`config.mk`:
```
export PLATFORM = sky130hd
export DESIGN_NAME = decode_pipe
export DESIGN_NICKNAME = d
export VERILOG_FILES = /design/src/rtl/decode_pipe.sv
export SDC_FILE = /design/constraint.sdc
export NUM_CORES = 1
export LEC_CHECK = 0
export ABC_AREA = 1
export CAP_MARGIN = 30
export CELL_PAD_IN_SITES_DETAIL_PLACEMENT = 1
export CELL_PAD_IN_SITES_GLOBAL_PLACEMENT = 1
export CORE_ASPECT_RATIO = 1.25
export CORE_MARGIN = 2
export CORE_UTILIZATION = 41
export CTS_BUF_LIST = sky130_fd_sc_hd__clkbuf_8
export DETAILED_ROUTE_END_ITERATION = 8
export PLACE_DENSITY_LB_ADDON = 0.1
export SYNTH_ARGS = -nofsm -noshare
export SYNTH_HDL_FRONTEND = slang
export SYNTH_SLANG_ARGS = --single-unit
```
`constraint.sdc`:
```
create_clock -name clk -period 9.4 [get_ports clk]
set_input_delay 1.88 -clock clk [delete_from_list [all_inputs] [get_ports clk]]
set_output_delay 1.88 -clock clk [all_outputs]
set_load 0.02 [all_outputs]
```
`src/rtl/decode_pipe.sv`:
```
// Purpose : decode stage; register file with writeback bypass, operand/immediate
//           generation, load-use hazard detection and the ID/EX pipeline register.
// Latency : one cycle from decode inputs to ex_* outputs. Writeback data reaches
//           the operand reads in the same cycle through the bypass.
// Backpressure: hold freezes ID/EX and flush squashes it to a bubble. stall_out
//           asks IF/PC to hold the current instruction for one cycle on a load-use hazard.
// Ports:
//   clk, rst                        clock and asynchronous active-high reset
//   id_valid, instr, pc_next        incoming instruction from the IF/ID register
//   imm_sel, zext, bsrc_imm, rd_sel decode controls for immediate, B operand, destination
//   reg_wr, mem_rd, uses_rs, uses_rt instruction attributes
//   wb_en, wb_reg, wb_data          register file write port from writeback
//   hold, flush                     ID/EX control from downstream
//   stall_out                       combinational load-use stall request
//   ex_*                            registered ID/EX contents
// DATA_W must be at least 11 so that imm11 fits.
module decode_pipe #(
  parameter int DATA_W     = 16,
  parameter int REG_ADDR_W = 3,
  parameter int LINK_REG   = 7
) (
  input  logic                  clk,
  input  logic                  rst,
  input  logic                  id_valid,
  input  logic [15:0]           instr,
  input  logic [DATA_W-1:0]     pc_next,
  input  logic [1:0]            imm_sel,
  input  logic                  zext,
  input  logic                  bsrc_imm,
  input  logic [1:0]            rd_sel,
  input  logic                  reg_wr,
  input  logic                  mem_rd,
  input  logic                  uses_rs,
  input  logic                  uses_rt,
  input  logic                  wb_en,
  input  logic [REG_ADDR_W-1:0] wb_reg,
  input  logic [DATA_W-1:0]     wb_data,
  input  logic                  hold,
  input  logic                  flush,
  output logic                  stall_out,
  output logic                  ex_valid,
  output logic [DATA_W-1:0]     ex_a,
  output logic [DATA_W-1:0]     ex_b,
  output logic [DATA_W-1:0]     ex_rt_data,
  output logic [DATA_W-1:0]     ex_imm,
  output logic [DATA_W-1:0]     ex_pc_next,
  output logic [REG_ADDR_W-1:0] ex_rd,
  output logic                  ex_reg_wr,
  output logic                  ex_mem_rd
);

  localparam int NREG = 1 << REG_ADDR_W;

  typedef struct packed {
    logic                  valid;
    logic [DATA_W-1:0]     a;
    logic [DATA_W-1:0]     b;
    logic [DATA_W-1:0]     rt_data;
    logic [DATA_W-1:0]     imm;
    logic [DATA_W-1:0]     pc_next;
    logic [REG_ADDR_W-1:0] rd;
    logic                  reg_wr;
    logic                  mem_rd;
  } idex_t;

  // Opcode bits above the register fields are decoded upstream.
  logic unused_instr_hi;
  assign unused_instr_hi = ^instr[15:11];

  // Instruction register fields are 3 bits, zero-padded to the file address width.
  logic [REG_ADDR_W-1:0] rs_addr, rt_addr, rd_addr;
  assign rs_addr = REG_ADDR_W'(instr[10:8]);
  assign rt_addr = REG_ADDR_W'(instr[7:5]);

  // Register file
  logic [DATA_W-1:0] rf_q [NREG];
  logic [DATA_W-1:0] rf_d [NREG];

  always_comb begin
    rf_d = rf_q;
    if (wb_en) rf_d[wb_reg] = wb_data;
  end

  always_ff @(posedge clk or posedge rst) begin
    if (rst) begin
      for (int i = 0; i < NREG; i++) rf_q[i] <= '0;
    end else begin
      rf_q <= rf_d;
    end
  end

  // Reads see a same-cycle writeback so EX never needs an extra cycle for it.
  logic [DATA_W-1:0] rs_data, rt_data;
  assign rs_data = (wb_en && wb_reg == rs_addr) ? wb_data : rf_q[rs_addr];
  assign rt_data = (wb_en && wb_reg == rt_addr) ? wb_data : rf_q[rt_addr];

  // Immediate generation; size casts of $signed operands sign-extend.
  logic [DATA_W-1:0] imm;
  always_comb begin
    imm = '0;
    case (imm_sel)
      2'd0:    imm = zext ? DATA_W'(instr[4:0]) : DATA_W'($signed(instr[4:0]));
      2'd1:    imm = zext ? DATA_W'(instr[7:0]) : DATA_W'($signed(instr[7:0]));
      2'd2:    imm = DATA_W'($signed(instr[10:0]));
      default: imm = '0;
    endcase
  end

  always_comb begin
    rd_addr = '0;
    case (rd_sel)
      2'd0:    rd_addr = REG_ADDR_W'(instr[4:2]);
      2'd1:    rd_addr = rt_addr;
      2'd2:    rd_addr = rs_addr;
      default: rd_addr = REG_ADDR_W'(LINK_REG);
    endcase
  end

  // ID/EX register
  idex_t ex_q, ex_d;
  logic  hazard;

  // Load-use: the load in EX has not produced data yet. Computed from the
  // current (possibly held) ID/EX contents.
  assign hazard = id_valid & ex_q.valid & ex_q.mem_rd &
                  ((uses_rs & (ex_q.rd == rs_addr)) | (uses_rt & (ex_q.rd == rt_addr)));

  // A flush squashes this instruction anyway, so no stall is requested.
  assign stall_out = hazard & ~flush;

  always_comb begin
    ex_d = ex_q;
    if (flush) begin
      ex_d = '0;
    end else if (hold) begin
      ex_d = ex_q;
    end else if (hazard) begin
      // Bubble; the bubble clears ex_mem_rd, so the stall lasts one cycle.
      ex_d = '0;
    end else begin
      ex_d.valid   = id_valid;
      ex_d.a       = rs_data;
      ex_d.b       = bsrc_imm ? imm : rt_data;
      ex_d.rt_data = rt_data;
      ex_d.imm     = imm;
      ex_d.pc_next = pc_next;
      ex_d.rd      = rd_addr;
      ex_d.reg_wr  = reg_wr & id_valid;
      ex_d.mem_rd  = mem_rd & id_valid;
    end
  end

  always_ff @(posedge clk or posedge rst) begin
    if (rst) ex_q <= '0;
    else     ex_q <= ex_d;
  end

  assign ex_valid   = ex_q.valid;
  assign ex_a       = ex_q.a;
  assign ex_b       = ex_q.b;
  assign ex_rt_data = ex_q.rt_data;
  assign ex_imm     = ex_q.imm;
  assign ex_pc_next = ex_q.pc_next;
  assign ex_rd      = ex_q.rd;
  assign ex_reg_wr  = ex_q.reg_wr;
  assign ex_mem_rd  = ex_q.mem_rd;

endmodule

```
==> results of run 1 <==
synthesized netlist by cell type:
master,count,area (um2)
a211oi_1,1,7.51
a21oi_1,17,85.1
a21oi_4,1,16.3
buf_1,4,15.0
buf_2,35,175
buf_4,13,97.6
buf_6,4,45.0
clkbuf_1,41,154
clkinv_2,6,30.0
dfrtp_1,209,5230
inv_1,22,82.6
inv_2,19,71.3
inv_4,2,12.5
nand2_1,677,2540
nand2_2,3,18.8
nand2_4,3,33.8
nand3_1,230,1150
nand4_1,3,18.8
nor2_1,40,150
nor2_2,3,18.8
nor2_4,1,11.3
nor3_1,1,5.00
nor3_2,2,20.0
o21ai_0,126,631
o21ai_1,27,135
o22ai_1,2,12.5
o311ai_0,2,17.5
xor2_1,2,17.5
power breakdown:
group | switching, mW | internal, mW
registers | 0.100 | 1.03
clock network | 0.383 | 0.442
logic | 0.325 | 0.201
how the worst max path moves through the flow:
stage / startpoint / endpoint / slack [ns]
after floorplan: rst / ex_a[0] / 1.81
after global placement: instr[9] / stall_out / 2.74
after detailed placement: instr[9] / stall_out / 2.74
after CTS: instr[9] / stall_out / 2.75
after global routing: instr[9] / stall_out / 2.58
final: instr[9] / stall_out / 2.72
state kept, by name (all words and copies together) (netlist names):
| name | count |
|---|---|
| ex_a | 16 |
| ex_b | 16 |
| ex_imm | 11 |
| ex_mem_rd | 1 |
| ex_pc_next | 16 |
| ex_rd | 3 |
| ex_reg_wr | 1 |
| ex_rt_data | 16 |
| ex_valid | 1 |
| rf_q | 128 |
layout make-up:
cell class	count	share of cell area [%]
clock inverter	18	0.647
inverter	49	1.55
sequential	209	39.8
tap	340	3.23
multi-input combinational	1141	37.3
timing repair buffer	169	12.7
clock buffer	46	4.81
tightest hold or removal path, delay by kind of cell, from the launching register on:
family,cells,cell delay (ns)
DFF,1,0.34
and+or+nand+nor,2,0.10
metal layers:
layer	vias to the layer above	global-route usage, %	wire (um)
met5	-	0	0
met4	0	7.66	848
met3	63	4.34	2370
met2	334	48.1	18300
met1	5277	37.1	16900
li1	5052	-	-
cell usage in the layout, fill, tap and decap left out, drive strengths merged, types with 3 or more instances in the layout:
cell type	Yosys	final
o21ai	153	153
clkbuf	41	46
inv	43	57
dfrtp	209	209
nand4	3	3
nand3	230	230
nor2	44	44
nor3	3	3
clkdlybuf4s50	0	146
nand2	683	683
a21oi	18	18
clkinv	6	9
buf	56	23
through the flow:
stage	instance area, um2	instances
floorplan	10800	1496
global placement	12400	1906
detailed placement	12400	1907
CTS	13100	1971
global route	13200	1972
finish	13200	1972
logic make-up (layout without fill, tap and decap cells):
family | after synthesis | count (layout) | synth area share (%)
AND/OR/NAND/NOR | 963 | 963 | 36.7
flip-flops | 209 | 209 | 48.4
buffers and inverters | 146 | 282 | 6.32
AO/OA/AOI/OAI | 176 | 176 | 8.37
XOR/XNOR | 2 | 2 | 0.162
==> flow_summary.ini, run 1 <==
[status]
outcome = finished, final reports clean

[timing]
relSlewSlack_pct = 41.7
slew_violations = 0
rsz0062_at_grt = false
finClkSkew_ns = 0.0285
min_period_over_period_pct = 71.1
worst_slew_pin_slew_ns = 0.874
setup_slack_ns = 2.72
setup_viol = 0
holdWs_ns = 0.477
period_needed_ns = 6.68
finalHoldViolCount = 0
fmax_mhz = 150
tns_ns = 0

[cts]
cts_resized = 0
cts-root-buf = clkbuf_8
cts_buffers = 37
hold_buffers = 0
cts_tree = built
clkTransAtPathRegs_ns = 0.06
post_cts_buffers = 0
clock_sinks = 209
clock_path_buffers = 3
clk_latency_ns = 0.54
cts_max_level = 2

[critical_path]
reg2regPathDepth = 9
cp.buffers_inverters = 4
r2r_end = ex_a[12]
crit_type = in -> out
slowest_stage = clkdlybuf4s50_1
critPathLaunchType = input port
crit_path_max_incr_delay_ns = 0.61
r2r-start = ex_rd[2]
path_common_cell = nand2_1
path_cells = clkdlybuf4s50_1 -> buf_4 -> inv_2 -> nand2_1 -> nand2_1 -> nor2_1 -> nand2_1 -> nand2_2 -> nand2_4 -> nor2_1 -> clkdlybuf4s50_1
path_max_fanout = 37
cp_top_family = buffers and inverters
arrival_ns = 4.80
worstPathRequired_ns = 7.52
cp.depth = 11
ff2ff_setup_slack_ns = 7.63
cp-end-kind = primary output

[die]
initial_utilization_pct = 41.7
ioPinCount = 154
die_h_um = 185
die_area_mm2 = 0.0277
die_x_um = 149
core-area_mm2 = 0.0259
num_rows = 66

[min_path]
hp-class = reg -> reg
hold_end = ex_imm[8]
min_from = ex_imm[8]
holdPathStages = 2

[placement]
dpl_worst_slack_ns = 2.74
io_buffer_count = 148
gp_congestion = 0.807
place_hpwl_um = 23400

[grt]
grt_overflow = 0
grt_pass1_vias = 10900
grt_max_degree = 81
grt_pass1_wl_um = 60400
antenna_found_initial = 0
grtUsageTotal_pct = 28.1

[job]
max_cap_violations = 0

[cells_and_area]
syn2layout_area_growth_pct = 21.7
fillers = 3343
layout.nets = 1674
diodes = 0
register_area_mm2 = 0.00523
drive_gt1_share_pct = 7.17
multiInputGateArea_mm2 = 0.00490
post-route-util_pct = 50.7

[routing]
drt_iter0_markers = 632
first_pass_iters = 5
routedWlPerCell_um = 19.5
ant_nets = 0
drc = 0
vias = 10700
vias_per_cell = 5.44
wirelength_um = 38500

[yosys]
synth_seq_area_share_pct = 48.4
syn_inst = 1496
ys_ff_latch = 209
netlist-cell-type-count = 28
avgSynthCellArea_um2 = 7.22
syn_nets = 1563
ys_warn_count = 0
syn_area_mm2 = 0.0108

[power_and_ir_drop]
p_total_mw = 2.48
ir_drop_mv = 0.0994
power_leakage_nw = 6.38
power.density_mw_per_mm2 = 189
Power figures use the tool's default switching activity.
==> run 2, diff against run 1 <==
--- a/config.mk
+++ b/config.mk
@@ -11,7 +11,7 @@
 export CELL_PAD_IN_SITES_GLOBAL_PLACEMENT = 1
 export CORE_ASPECT_RATIO = 1.25
 export CORE_MARGIN = 2
-export CORE_UTILIZATION = 41
+export CORE_UTILIZATION = 37
 export CTS_BUF_LIST = sky130_fd_sc_hd__clkbuf_8
 export DETAILED_ROUTE_END_ITERATION = 8
 export PLACE_DENSITY_LB_ADDON = 0.1
==> constraint.sdc (replaced) <==
create_clock -name clk -period 5.4 [get_ports clk]
set_input_delay 1.08 -clock clk [delete_from_list [all_inputs] [get_ports clk]]
set_output_delay 1.08 -clock clk [all_outputs]
set_load 0.02 [all_outputs]
==> run 2 against run 1 <==
Against the previous run: non-clock buffer count increased by 2; global-route usage is 2.0 points lower; core utilization shrank 4.4 points; first-iteration DRC count shrank 2.5%; combinational power increased by 73%; count of clock-buffer cells in the layout is the same; flip-flop and latch count unchanged; routed wire length is 2.2% higher; die area rose by 11%; worst hold slack worse by 0.0023 ns.
==> flow_summary.ini, run 2 (synthesis results as in run 1) <==
[status]
outcome = finished, final reports clean

[timing]
finalHoldViolCount = 0
relSlewSlack_pct = 39.5
tns_ns = 0
setup_viol = 0
slew_violations = 0
rsz0062_at_grt = false
finClkSkew_ns = 0.0144
min_period_over_period_pct = 74.8
period_needed_ns = 4.04
worst_slew_pin_slew_ns = 0.907
fmax_mhz = 248

[die]
die_area_mm2 = 0.0306
die_h_um = 195
initial_utilization_pct = 37.8
die_x_um = 157
ioPinCount = 154
num_rows = 69
core-area_mm2 = 0.0286

[critical_path]
path_common_cell = clkdlybuf4s50_1
cp_top_family = buffers and inverters
cp-end-kind = primary output
path_cells = clkdlybuf4s50_1 -> inv_1 -> nor3_2 -> nand2_4 -> nor2_1 -> clkdlybuf4s50_1
worstPathRequired_ns = 4.32
crit_path_max_incr_delay_ns = 0.61
arrival_ns = 2.96
slowest_stage = clkdlybuf4s50_1
critPathLaunchType = input port
cp.buffers_inverters = 3
crit_type = in -> out
path_max_fanout = 17

[cells_and_area]
syn2layout_area_growth_pct = 22.6
diodes = 0
layout_commonest_cell = nand2_1
drive_gt1_share_pct = 7.26
top_register = rf_q
fin_area_mm2 = 0.0132
layout.nets = 1678
post-route-util_pct = 46.4
final_cells = 2030
final_cell_mix = nand2_1, nand3_1, dfrtp_1, clkdlybuf4s50_1, o21ai_0
largest_reg_flops = 128

[cts]
cts_buffers = 39
cts_resized = 0
post_cts_buffers = 0
clkTransAtPathRegs_ns = 0.05
clock_path_buffers = 3
cts_max_level = 2
clock_sinks = 209
hold_buffers = 0
cts-root-buf = clkbuf_8
cts_tree = built
clk_latency_ns = 0.55

[routing]
ant_nets = 0
wirelength_um = 39300
vias = 10600
vias_per_cell = 5.21
drc = 0
routedWlPerCell_um = 19.4
drt_iter0_markers = 616
first_pass_iters = 7

[grt]
grt_pass1_vias = 10900
grtUsageTotal_pct = 26.1
grt_overflow = 0
antenna_found_initial = 0
grt_pass1_wl_um = 61800
grt_max_degree = 108

[power_and_ir_drop]
ir_drop_mv = 0.176
power_leakage_nw = 6.40
power.density_mw_per_mm2 = 327

[placement]
place_area_mm2 = 0.0125
io_buffer_count = 148
placed_cells = 1960
place_hpwl_um = 23300
gp_congestion = 0.819

[job]
max_cap_violations = 0

[min_path]
hp-class = reg -> reg
==> run 2: cell types whose count changed in the layout (fill, tap and decap cells not counted) <==
cell	before	now
clkinv_2	9	8
inv_1	33	40
nand3_1	230	229
clkinvlp_4	1	4
inv_6	2	0
inv_8	1	0
nand3_2	0	1
buf_4	19	20
buf_16	2	0
buf_12	0	3
==> run 2: tightest hold or removal path, delay by kind of cell (launching register included) <==
kind	cells	cell delay [ns]
flip-flops	1	0.34
AND/OR/NAND/NOR	2	0.10
==> run 2: layer usage <==
| metal | share of wire [%] | GRT usage (%) |
|---|---|---|
| met2 | 48 | 45.1 |
| met3 | 5.3 | 3.95 |
| met4 | 1.9 | 6.97 |
| met1 | 44 | 34.0 |
| met5 | 0 | 0 |
==> run 2: final timing paths <==
kind,end,startpoint,slack [ns],depth (start not counted)
max reg2reg,ex_rt_data[6],ex_rd[1],3.55,9
min reg2reg,ex_pc_next[13],ex_pc_next[13],0.47,2
max in group asynchronous,rf_q[125],rst,3.35,4
min in group asynchronous,ex_reg_wr,rst,1.00,3
min,ex_pc_next[13],ex_pc_next[13],0.47,2
max,stall_out,id_valid,1.36,6
==> run 2: layout make-up <==
cell class	count	area, um2
well taps	390	488
clock buffers	46	633
fillers	3589	15300
clock inverters	24	104
flip-flops and latches	209	5230
inverters	49	200
multi-input cells	1141	4910
repair buffers	171	1680
==> run 2: power breakdown <==
group          internal (mW)  total [mW]  switching, mW
sequential              1.80        1.97          0.170
combinational          0.351       0.909          0.558
clock                  0.771        1.45          0.684
total                   2.92        4.33           1.41
==> run 2: metrics by stage <==
| stage | hold slack, ns | total power, mW | setup slack [ns] |
|---|---|---|---|
| after CTS | 0.482 | 4.39 | 1.35 |
| final | 0.475 | 4.33 | 1.36 |
| after global routing | 0.497 | 4.61 | 1.25 |
| after floorplan | 0.474 | 2.53 | 1.61 |
| after detailed placement | 0.466 | 2.90 | 1.36 |
| after global placement | 0.460 | 2.87 | 1.35 |
